===== src/rtl/buffer_pkg.sv =====
// Shared types and constants for the push/pop buffer read-side logic.
package buffer_pkg;

   typedef enum logic [1:0] {
      IDLE = 2'd0,
      RUN  = 2'd1,
      STOP = 2'd2
   } drain_state_t;

   localparam int DRAIN_SKID_MAX = 16;

   // Bits needed to hold an occupancy value of 0..depth inclusive.
   function automatic int occ_width(input int depth);
      return $clog2(depth + 1);
   endfunction

endpackage


===== src/rtl/drain_skid.sv =====
// Small synchronous FIFO with first-word-fall-through output; holds the items
// already popped from the buffer until the stream sink accepts them.
module drain_skid
   import buffer_pkg::*;
#(
   parameter int  DATA_WIDTH = 8,
   parameter int  SKID_DEPTH = 2,
   localparam int CW         = occ_width(SKID_DEPTH)
) (
   input  logic                  clk,
   input  logic                  rst_n,
   input  logic                  wr_en,
   input  logic [DATA_WIDTH-1:0] wr_data,
   input  logic                  rd_en,
   output logic [DATA_WIDTH-1:0] rd_data,
   output logic [CW-1:0]         count,
   output logic                  full,
   output logic                  empty
);

   localparam int              PW       = $clog2(SKID_DEPTH);
   localparam logic [CW-1:0]   DEPTH_V  = CW'(SKID_DEPTH);
   localparam logic [PW-1:0]   LAST_PTR = PW'(SKID_DEPTH - 1);

   logic [DATA_WIDTH-1:0] mem_r [SKID_DEPTH];
   logic [PW-1:0]         wr_ptr_r;
   logic [PW-1:0]         rd_ptr_r;
   logic [CW-1:0]         count_r;
   logic                  do_wr_s;
   logic                  do_rd_s;

   // Pointers wrap explicitly so non-power-of-two depths work.
   function automatic logic [PW-1:0] ptr_inc(input logic [PW-1:0] ptr);
      if (ptr == LAST_PTR) begin
         return {PW{1'b0}};
      end else begin
         return ptr + PW'(1);
      end
   endfunction

   // Status flags, accepted read/write strobes and fall-through read data.
   always_comb begin
      count   = count_r;
      full    = (count_r == DEPTH_V);
      empty   = (count_r == {CW{1'b0}});
      do_rd_s = rd_en & ~empty;
      // A write into a full FIFO is accepted only when a read frees a slot.
      do_wr_s = wr_en & (~full | do_rd_s);
      rd_data = {DATA_WIDTH{1'b0}};
      if (empty) begin
         rd_data = {DATA_WIDTH{1'b0}};
      end else begin
         rd_data = mem_r[rd_ptr_r];
      end
   end

   // Storage, pointers and occupancy.
   always_ff @(posedge clk or posedge rst_n) begin
      if (rst_n) begin
         wr_ptr_r <= {PW{1'b0}};
         rd_ptr_r <= {PW{1'b0}};
         count_r  <= {CW{1'b0}};
         for (int i = 0; i < SKID_DEPTH; i++) begin
            mem_r[i] <= {DATA_WIDTH{1'b0}};
         end
      end else begin
         if (do_wr_s) begin
            mem_r[wr_ptr_r] <= wr_data;
            wr_ptr_r        <= ptr_inc(wr_ptr_r);
         end
         if (do_rd_s) begin
            rd_ptr_r <= ptr_inc(rd_ptr_r);
         end
         case ({do_wr_s, do_rd_s})
            2'b10:   count_r <= count_r + CW'(1);
            2'b01:   count_r <= count_r - CW'(1);
            default: count_r <= count_r;
         endcase
      end
   end

endmodule


===== src/rtl/buffer_drain.sv =====
// Read-side master for the push/pop buffer: pops it, captures the registered
// read data and re-presents it as a valid/ready stream. Optional pop counter
// is built when BUFFER_DRAIN_STATS_EN is defined.
module buffer_drain
   import buffer_pkg::*;
#(
   parameter int DATA_WIDTH = 8,
   parameter int SKID_DEPTH = 2,
   parameter int CNT_WIDTH  = 16
) (
   input  logic                  clk,
   input  logic                  rst_n,
   input  logic                  enable,
   output logic                  buf_pop_en,
   output logic                  buf_pop,
   input  logic [DATA_WIDTH-1:0] buf_data,
   input  logic                  buf_is_empty,
   input  logic                  buf_err,
   input  logic                  push_busy,
   output logic                  m_valid,
   input  logic                  m_ready,
   output logic [DATA_WIDTH-1:0] m_data,
   output logic                  idle,
   output logic                  err_seen,
   output logic [CNT_WIDTH-1:0]  pop_count
);

   // Out-of-range depths are clamped to the legal 2..DRAIN_SKID_MAX window.
   localparam int DEPTH_EFF = (SKID_DEPTH > DRAIN_SKID_MAX) ? DRAIN_SKID_MAX :
                              ((SKID_DEPTH < 2) ? 2 : SKID_DEPTH);
   localparam int CW = occ_width(DEPTH_EFF);
   localparam logic [CW:0] SKID_LIMIT = (CW + 1)'(DEPTH_EFF);

   drain_state_t    state_r;
   drain_state_t    next_state_s;
   logic            inflight_r;
   logic            err_seen_r;
   logic [CW-1:0]   skid_count_s;
   logic            skid_full_s;
   logic            skid_empty_s;
   logic            xfer_s;
   logic [CW:0]     credit_s;
   logic            pop_s;
   logic            err_event_s;

   drain_skid #(
      .DATA_WIDTH (DATA_WIDTH),
      .SKID_DEPTH (DEPTH_EFF)
   ) u_skid (
      .clk     (clk),
      .rst_n   (rst_n),
      .wr_en   (inflight_r),
      .wr_data (buf_data),
      .rd_en   (m_ready),
      .rd_data (m_data),
      .count   (skid_count_s),
      .full    (skid_full_s),
      .empty   (skid_empty_s)
   );

   // Pop decision: never pop into a slot that might not be free when the
   // data arrives, counting the item already in flight and the one leaving.
   always_comb begin
      xfer_s   = ~skid_empty_s & m_ready;
      credit_s = {1'b0, skid_count_s} + {{CW{1'b0}}, inflight_r}
                 - {{CW{1'b0}}, xfer_s};
      pop_s    = (state_r == RUN) & ~buf_is_empty & ~push_busy
                 & (credit_s < SKID_LIMIT);
      err_event_s = inflight_r & (buf_err | (skid_full_s & ~xfer_s));
   end

   // Next-state logic.
   always_comb begin
      next_state_s = state_r;
      case (state_r)
         IDLE: begin
            if (enable) next_state_s = RUN;
            else        next_state_s = IDLE;
         end
         RUN: begin
            if (!enable) next_state_s = STOP;
            else         next_state_s = RUN;
         end
         STOP: begin
            if (!inflight_r) next_state_s = IDLE;
            else             next_state_s = STOP;
         end
         default: next_state_s = IDLE;
      endcase
   end

   // State, in-flight marker and sticky error flag.
   always_ff @(posedge clk or posedge rst_n) begin
      if (rst_n) begin
         state_r    <= IDLE;
         inflight_r <= 1'b0;
         err_seen_r <= 1'b0;
      end else begin
         state_r    <= next_state_s;
         inflight_r <= pop_s;
         if (err_event_s) begin
            err_seen_r <= 1'b1;
         end
      end
   end

   assign buf_pop    = pop_s;
   assign buf_pop_en = (state_r == RUN);
   assign m_valid    = ~skid_empty_s;
   assign idle       = (state_r == IDLE) & skid_empty_s;
   assign err_seen   = err_seen_r;

`ifdef BUFFER_DRAIN_STATS_EN
   logic [CNT_WIDTH-1:0] pop_count_r;

   // Free-running pop counter, wraps naturally.
   always_ff @(posedge clk or posedge rst_n) begin
      if (rst_n) begin
         pop_count_r <= {CNT_WIDTH{1'b0}};
      end else if (pop_s) begin
         pop_count_r <= pop_count_r + CNT_WIDTH'(1);
      end
   end

   assign pop_count = pop_count_r;
`else
   assign pop_count = {CNT_WIDTH{1'b0}};
`endif

endmodule


===== config.mk =====
export PLATFORM = sky130hd
export DESIGN_NAME = buffer_drain
export DESIGN_NICKNAME = d
export VERILOG_FILES = /design/src/rtl/buffer_pkg.sv /design/src/rtl/drain_skid.sv /design/src/rtl/buffer_drain.sv
export SDC_FILE = /design/constraint.sdc
export NUM_CORES = 1
export LEC_CHECK = 0
export BUFFER_PORTS_ARGS = -buffer_cell sky130_fd_sc_hd__buf_4
export CORE_AREA = 4 4 68 70
export CTS_CLUSTER_DIAMETER = 100
export DETAILED_ROUTE_END_ITERATION = 16
export DIE_AREA = 0 0 72 74
export PLACE_DENSITY = 0.67
export SLEW_MARGIN = 40
export SYNTH_ARGS = -nofsm -noshare
export SYNTH_HDL_FRONTEND = slang
export SYNTH_HIERARCHICAL = 1
export SYNTH_SLANG_ARGS = --single-unit

===== constraint.sdc =====
create_clock -name clk -period 2.15 [get_ports clk]
set_input_delay 0.1075 -clock clk [delete_from_list [all_inputs] [get_ports clk]]
set_output_delay 0.1075 -clock clk [all_outputs]
set_load 0.02 [all_outputs]

Word level (Yosys, flattened, before mapping) --
Index checks and enable logic that the tools add are counted.
Storage, ports and cells: bits in registers 24, bits of input ports 15, output and inout bits 29, word-level logic and storage cells 58
Cells by class: $add $sub $neg 6, $lt $le $gt $ge 4, equality and inequality tests 5, multiplexer cells 14, bitwise logic cells 17, reductions and logical operators 4
Operator list (count):
- 2-to-1 mux 8 bit | 5
- bitwise mux 16 bit | 1
- bitwise AND 1 bit | 8
- demux 8 bit (select 1 bit) | 1
- equality test 2 bit, second input constant | 3
- case mux 2 bit (3 select lines) | 1
- NOT 1 bit | 5
- equality test 2 x 1 -> 1 bit, second input constant | 2
- greater-or-equal comparator 2 bit, second input constant | 2
- logical NOT 2 bit | 2
- 2-to-1 mux 2 bit | 2
- NOT 1 -> 2 bit | 2
- case mux 2 bit (2 select lines) | 1
- adder 2 x 1 -> 3 bit | 1
- < comparator 3 x 2 -> 1 bit, second input constant | 1
- 2-to-1 mux 1 bit | 3
- subtractor 3 x 1 -> 3 bit | 1
- adder 1 bit, second input constant | 2
- adder 2 x 1 -> 2 bit, second input constant | 1
- < comparator 2 x 1 -> 1 bit, second input constant | 1
- OR 1 bit | 2
- nonzero test 2 bit | 1
- subtractor 2 x 1 -> 2 bit, second input constant | 1
- logical AND 1 bit | 1

Longest topological paths before layout --
word-level depth 7, gate-level depth with buffers 8, gate-level depth less buffers 7

By module --
Netlist, hierarchy kept.
Modules (own cells, without submodules):
- drain_skid | instances 1, cells an instance 78, area each 1018.5 um2, seq. area each 500.5 um2
- buffer_drain | instances 1, cells an instance 40, area each 354.1 um2, seq. area each 100.1 um2

Worst setup path before layout --
OpenSTA, ideal clock, no wires.
path kind register to register, start register u_skid.count_r[0] (netlist: u_skid/count[0]), end register inflight_r, library setup time 0.108 ns, data arrival time 2.204 ns, data required time 2.042 ns, setup slack -0.162 ns, stages on the path, launching flop included 9, buffers on the path 1, period minus slack after synthesis 2.312 ns, cell sequence dfrtp_1 -> buf_6 -> nor2_1 -> nor2b_1 -> ha_1 -> nand2b_1 -> fa_1 -> xnor2_1 -> and4_1
On the way: word-level cells in the longest chain between the ends 6, elaborated cells between the ends (all ways) 7, those cells by class add/sub: 2; order compare: 1; bitwise: 3; reduce/logical: 1
Ends and longest elaborated chain:
- start: declaration | RTL line drain_skid.sv:28 | logic [CW-1:0] count_r;
- start signal: assignment | RTL line drain_skid.sv:62 | count_r <= {CW{1'b0}};
- start signal: assignment | RTL line drain_skid.sv:75 | 2'b10: count_r <= count_r + CW'(1);
- start signal: assignment | RTL line drain_skid.sv:76 | 2'b01: count_r <= count_r - CW'(1);
- logical NOT 2 bit | RTL line drain_skid.sv:45 | empty = (count_r == {CW{1'b0}});
- named net skid_empty_s | RTL line buffer_drain.sv:40 | logic skid_empty_s;
- NOT 1 bit | RTL line buffer_drain.sv:64 | xfer_s = ~skid_empty_s & m_ready;
- bitwise AND 1 bit | RTL line buffer_drain.sv:64
- subtractor 3 x 1 -> 3 bit | RTL line buffer_drain.sv:66 | - {{CW{1'b0}}, xfer_s};
- < comparator 3 x 2 -> 1 bit | RTL line buffer_drain.sv:68 | & (credit_s < SKID_LIMIT);
- bitwise AND 1 bit | RTL line buffer_drain.sv:68
- named net buf_pop | RTL line buffer_drain.sv:15 | output logic buf_pop,
- end signal: assignment | RTL line buffer_drain.sv:100 | inflight_r <= pop_s;
- end: declaration | RTL line buffer_drain.sv:36 | logic inflight_r;
The timed path passes the listed nets, and every way through them passes these cells. A chain may end at the register's enable or synchronous reset.

Final worst setup path --
start register u_skid.count_r[1] (netlist: u_skid/count[1]), end output buf_pop
On the way: word-level cells in the longest chain between the ends 6, elaborated cells between the ends (all ways) 7, those cells by class add/sub: 2; order compare: 1; bitwise: 3; reduce/logical: 1
Ends and longest elaborated chain (RTL line):
- logical NOT 2 bit | drain_skid.sv:45
- named net skid_empty_s | buffer_drain.sv:40
- NOT 1 bit | buffer_drain.sv:64
- bitwise AND 1 bit | buffer_drain.sv:64
- subtractor 3 x 1 -> 3 bit | buffer_drain.sv:66
- < comparator 3 x 2 -> 1 bit | buffer_drain.sv:68
- bitwise AND 1 bit | buffer_drain.sv:68
- end: declaration | buffer_drain.sv:15
The timed path passes the listed nets, and every way through them passes these cells.

==> results.ini <==
[run_status]
status = finished with violations
violations = negative setup slack

[timing]
fmax_ghz = 0.443
finalCriticalPeriod_ns = 2.26
clock_skew_ns = 0.00436
finalCritPeriodShare_pct = 105
worst_pin_slew_ns = 0.574
setup_violations = 1
rsz0062_at_grt = true
relSlewSlack_pct = 61.7
final_hold_viol_count = 0
slew_viol_final = 0
hold_slack_ns = 0.0789
layout_setup_ws_ns = -0.107

[synth]
synth_xor_area_share_pct = 2.55
synth_compound_area_share_pct = 3.37
syn_area_um2 = 1370
yosys-top-cells-area = dfrtp_1, mux2_4, buf_4
synthAdderAreaFrac_pct = 2.37
yosysWarnings = 6
async_flop_share_pct = 100
synth_top_area_share_pct = 43.8
ys_types = 27
avgSynthCellArea_um2 = 11.6
ys.flop_type = dfrtp_1
synth_top_family_by_area = multiplexers
synth_cells = 118
synth-simple-area-share_pct = 10.7
synth_mux_area_share_pct = 23.3
ys_seq_area_share_pct = 43.8
ys_ff_latch = 24
synth_area_leader_cell = dfrtp_1
synth-edff-count = 0

[floorplan]
core_area_um2 = 3970
rows = 23
die_x_um = 72
initial_core_util_pct = 34.6
dieHeight_um = 74
ioPinCount = 44
die_area_um2 = 5330

[route]
met3_length_um = 163
wl_met2_um = 1520
highest_layer = met3
wl_met1_um = 1140
drc = 0
vias = 884
drtPass1Iterations = 4
viasPerCell = 4.46
routedWlPerCell_um = 14.3
drt_iter0_drc = 7
routed_wl_um = 2830
drtAntennaViolNets = 0

[place]
io_buffer_count = 27
place_congestion = 0.781
place_hpwl_um = 2090
place_inst = 192
placed_area_um2 = 1560

[finish]
diodes = 0
drive_gt1_share_pct = 39.9
final_cells = 198
postLayoutCellArea_um2 = 1650
layout.nets = 166
area_growth_pct = 20.5
num-fill-cells = 383

[min_path]
whs_endpoint = state_r[0]$_DFF_PP0_
hp-class = input port to flop
hold_depth = 3
hp-start = enable

[setup_path]
critPathKind = flop to output pin
crit-reg2reg-launch = u_skid/count[0]$_DFFE_PP0P_
r2r_cells = 4
worst_r2r_endpoint = u_skid/mem_r[3]$_DFFE_PP0P_
critPathArrivalTime_ns = 2.15
ff2ff_setup_slack_ns = 0.27
path_max_fanout = 2
endpoint_kind = output pin
crit_path_start_kind = flop
cp.required_ns = 2.04

[cts]
cts_buffers = 3
clock_sinks = 24
cts_tree = done
clk_pin_slew_ns = 0.08
cts-htree-levels = 1
clk_latency_ns = 0.26
root_buffer = clkbuf_8
clock_path_buffers = 2

[global_routing]
grt_remaining_overflow = 0
grt_max_degree = 21
grt_pass1_vias = 964
antenna_found_initial = 0
grt_pass1_wl_um = 4490
track_usage_pct = 11.0

[power_and_ir_drop]
power.density_nw_per_um2 = 1230
p_leak_nw = 0.830
irDropWorstVdd_v = 0.000613

[job]
max_cap_viol_count = 0

[Yosys cell counts, types with 2 or more instances]
master and number:
xnor2_1 3, clkbuf_1 2, nor3_1 2, inv_1 7
nand2_1 3, mux2i_1 8, a21oi_1 4, o21ai_0 2
dfrtp_1 24, buf_4 16, nor2_1 12, buf_6 3
mux2_4 16, and4_1 2, nand2b_1 2
[registers in the layout, indices dropped and copies added, names as in the netlist]
register,count
state_r,2
err_seen,1
u_skid/count,2
u_skid/rd_ptr_r,1
u_skid/mem_r,16
u_skid/wr_ptr_r,1
inflight_r,1
[stage by stage]
step / utilization [%] / worst slack [ns] / total power [mW] / TNS [ns]
3_3_place_gp: 39.4 / 0.196 / 1.68 / 0
6_report: 41.7 / -0.107 / 2.04 / -0.107
5_1_grt: 41.7 / -0.185 / 2.16 / -0.185
2_1_floorplan: - / 0.0586 / 1.46 / 0
3_5_place_dp: 39.4 / 0.145 / 1.72 / 0
4_1_cts: 41.6 / -0.0990 / 2.06 / -0.0990
[routing by layer]
| layer | vias to the layer above | track usage (%) |
|---|---|---|
| met5 | - | 0 |
| met4 | 0 | 4.18 |
| met3 | 0 | 2.57 |
| met2 | 29 | 20.1 |
| met1 | 438 | 12.5 |
| li1 | 417 | - |
[cell usage in the layout (no fill, tap or decap), types with 2 or more instances in the layout]
cell / count
xnor2_1: 3
dfrtp_1: 24
buf_4: 30
o21ai_0: 2
nor3_1: 2
clkbuf_8: 4
conb_1: 16
mux2_4: 16
nand2_1: 3
nor2_1: 11
a21oi_1: 4
inv_1: 6
mux2i_1: 8
[cells by family after synthesis]
family,count (synthesis)
buffers and inverters,28
AND/OR/NAND/NOR,27
multiplexers,24
flip-flops,24
AO/OA/AOI/OAI,8
XOR/XNOR,4
adder cells (fa/ha/maj),2
other,1
[cell type report]
| class | instances | area [µm²] | area share, % |
|---|---|---|---|
| sequential | 24 | 601 | 36.3 |
| multi-input combinational | 81 | 663 | 40.1 |
| clock buffer | 4 | 55.1 | 3.33 |
| timing repair buffer | 32 | 246 | 14.9 |
| inverter | 7 | 26.3 | 1.59 |
| tap | 50 | 62.6 | 3.78 |
[what timing repair did]
action | CTS | global route
buffers inserted | 1 | 0
pin swaps | 2 | 0
endpoints found under the hold margin | 4 | 0
endpoints found under the setup margin | 1 | 1
gates resized for setup | 4 | 1
hold buffers | 1 | 0
[how the worst max path moves through the flow]
stage / startpoint / endpoint / slack (ns) / cells past startpoint
2_1_floorplan: u_skid/count[0]$_DFFE_PP0P_ / inflight_r$_DFF_PP0_ / 0.06 / 8
3_3_place_gp: u_skid/count[0]$_DFFE_PP0P_ / buf_pop / 0.20 / 8
3_5_place_dp: u_skid/count[0]$_DFFE_PP0P_ / buf_pop / 0.14 / 8
4_1_cts: u_skid/count[1]$_DFFE_PP0P_ / buf_pop / -0.1 / 7
5_1_grt: u_skid/count[1]$_DFFE_PP0P_ / buf_pop / -0.19 / 7
6_report: u_skid/count[1]$_DFFE_PP0P_ / buf_pop / -0.11 / 7
[critical path, stage by stage (launching register included)]
cell and delay [ns]:
dfrtp_1 0.42, nor2_4 0.13, nor2b_2 0.05, ha_1 0.26, nand2b_4 0.14, fa_2 0.53, and4_4 0.23, buf_6 0.12
[power breakdown]
part	internal (mW)	switching, mW	leakage (nW)
clock network	0.163	0.137	0.0288
registers	0.640	0.166	0.296
logic	0.528	0.407	0.506
total	1.33	0.711	0.830
Power figures use the tool's default switching activity.
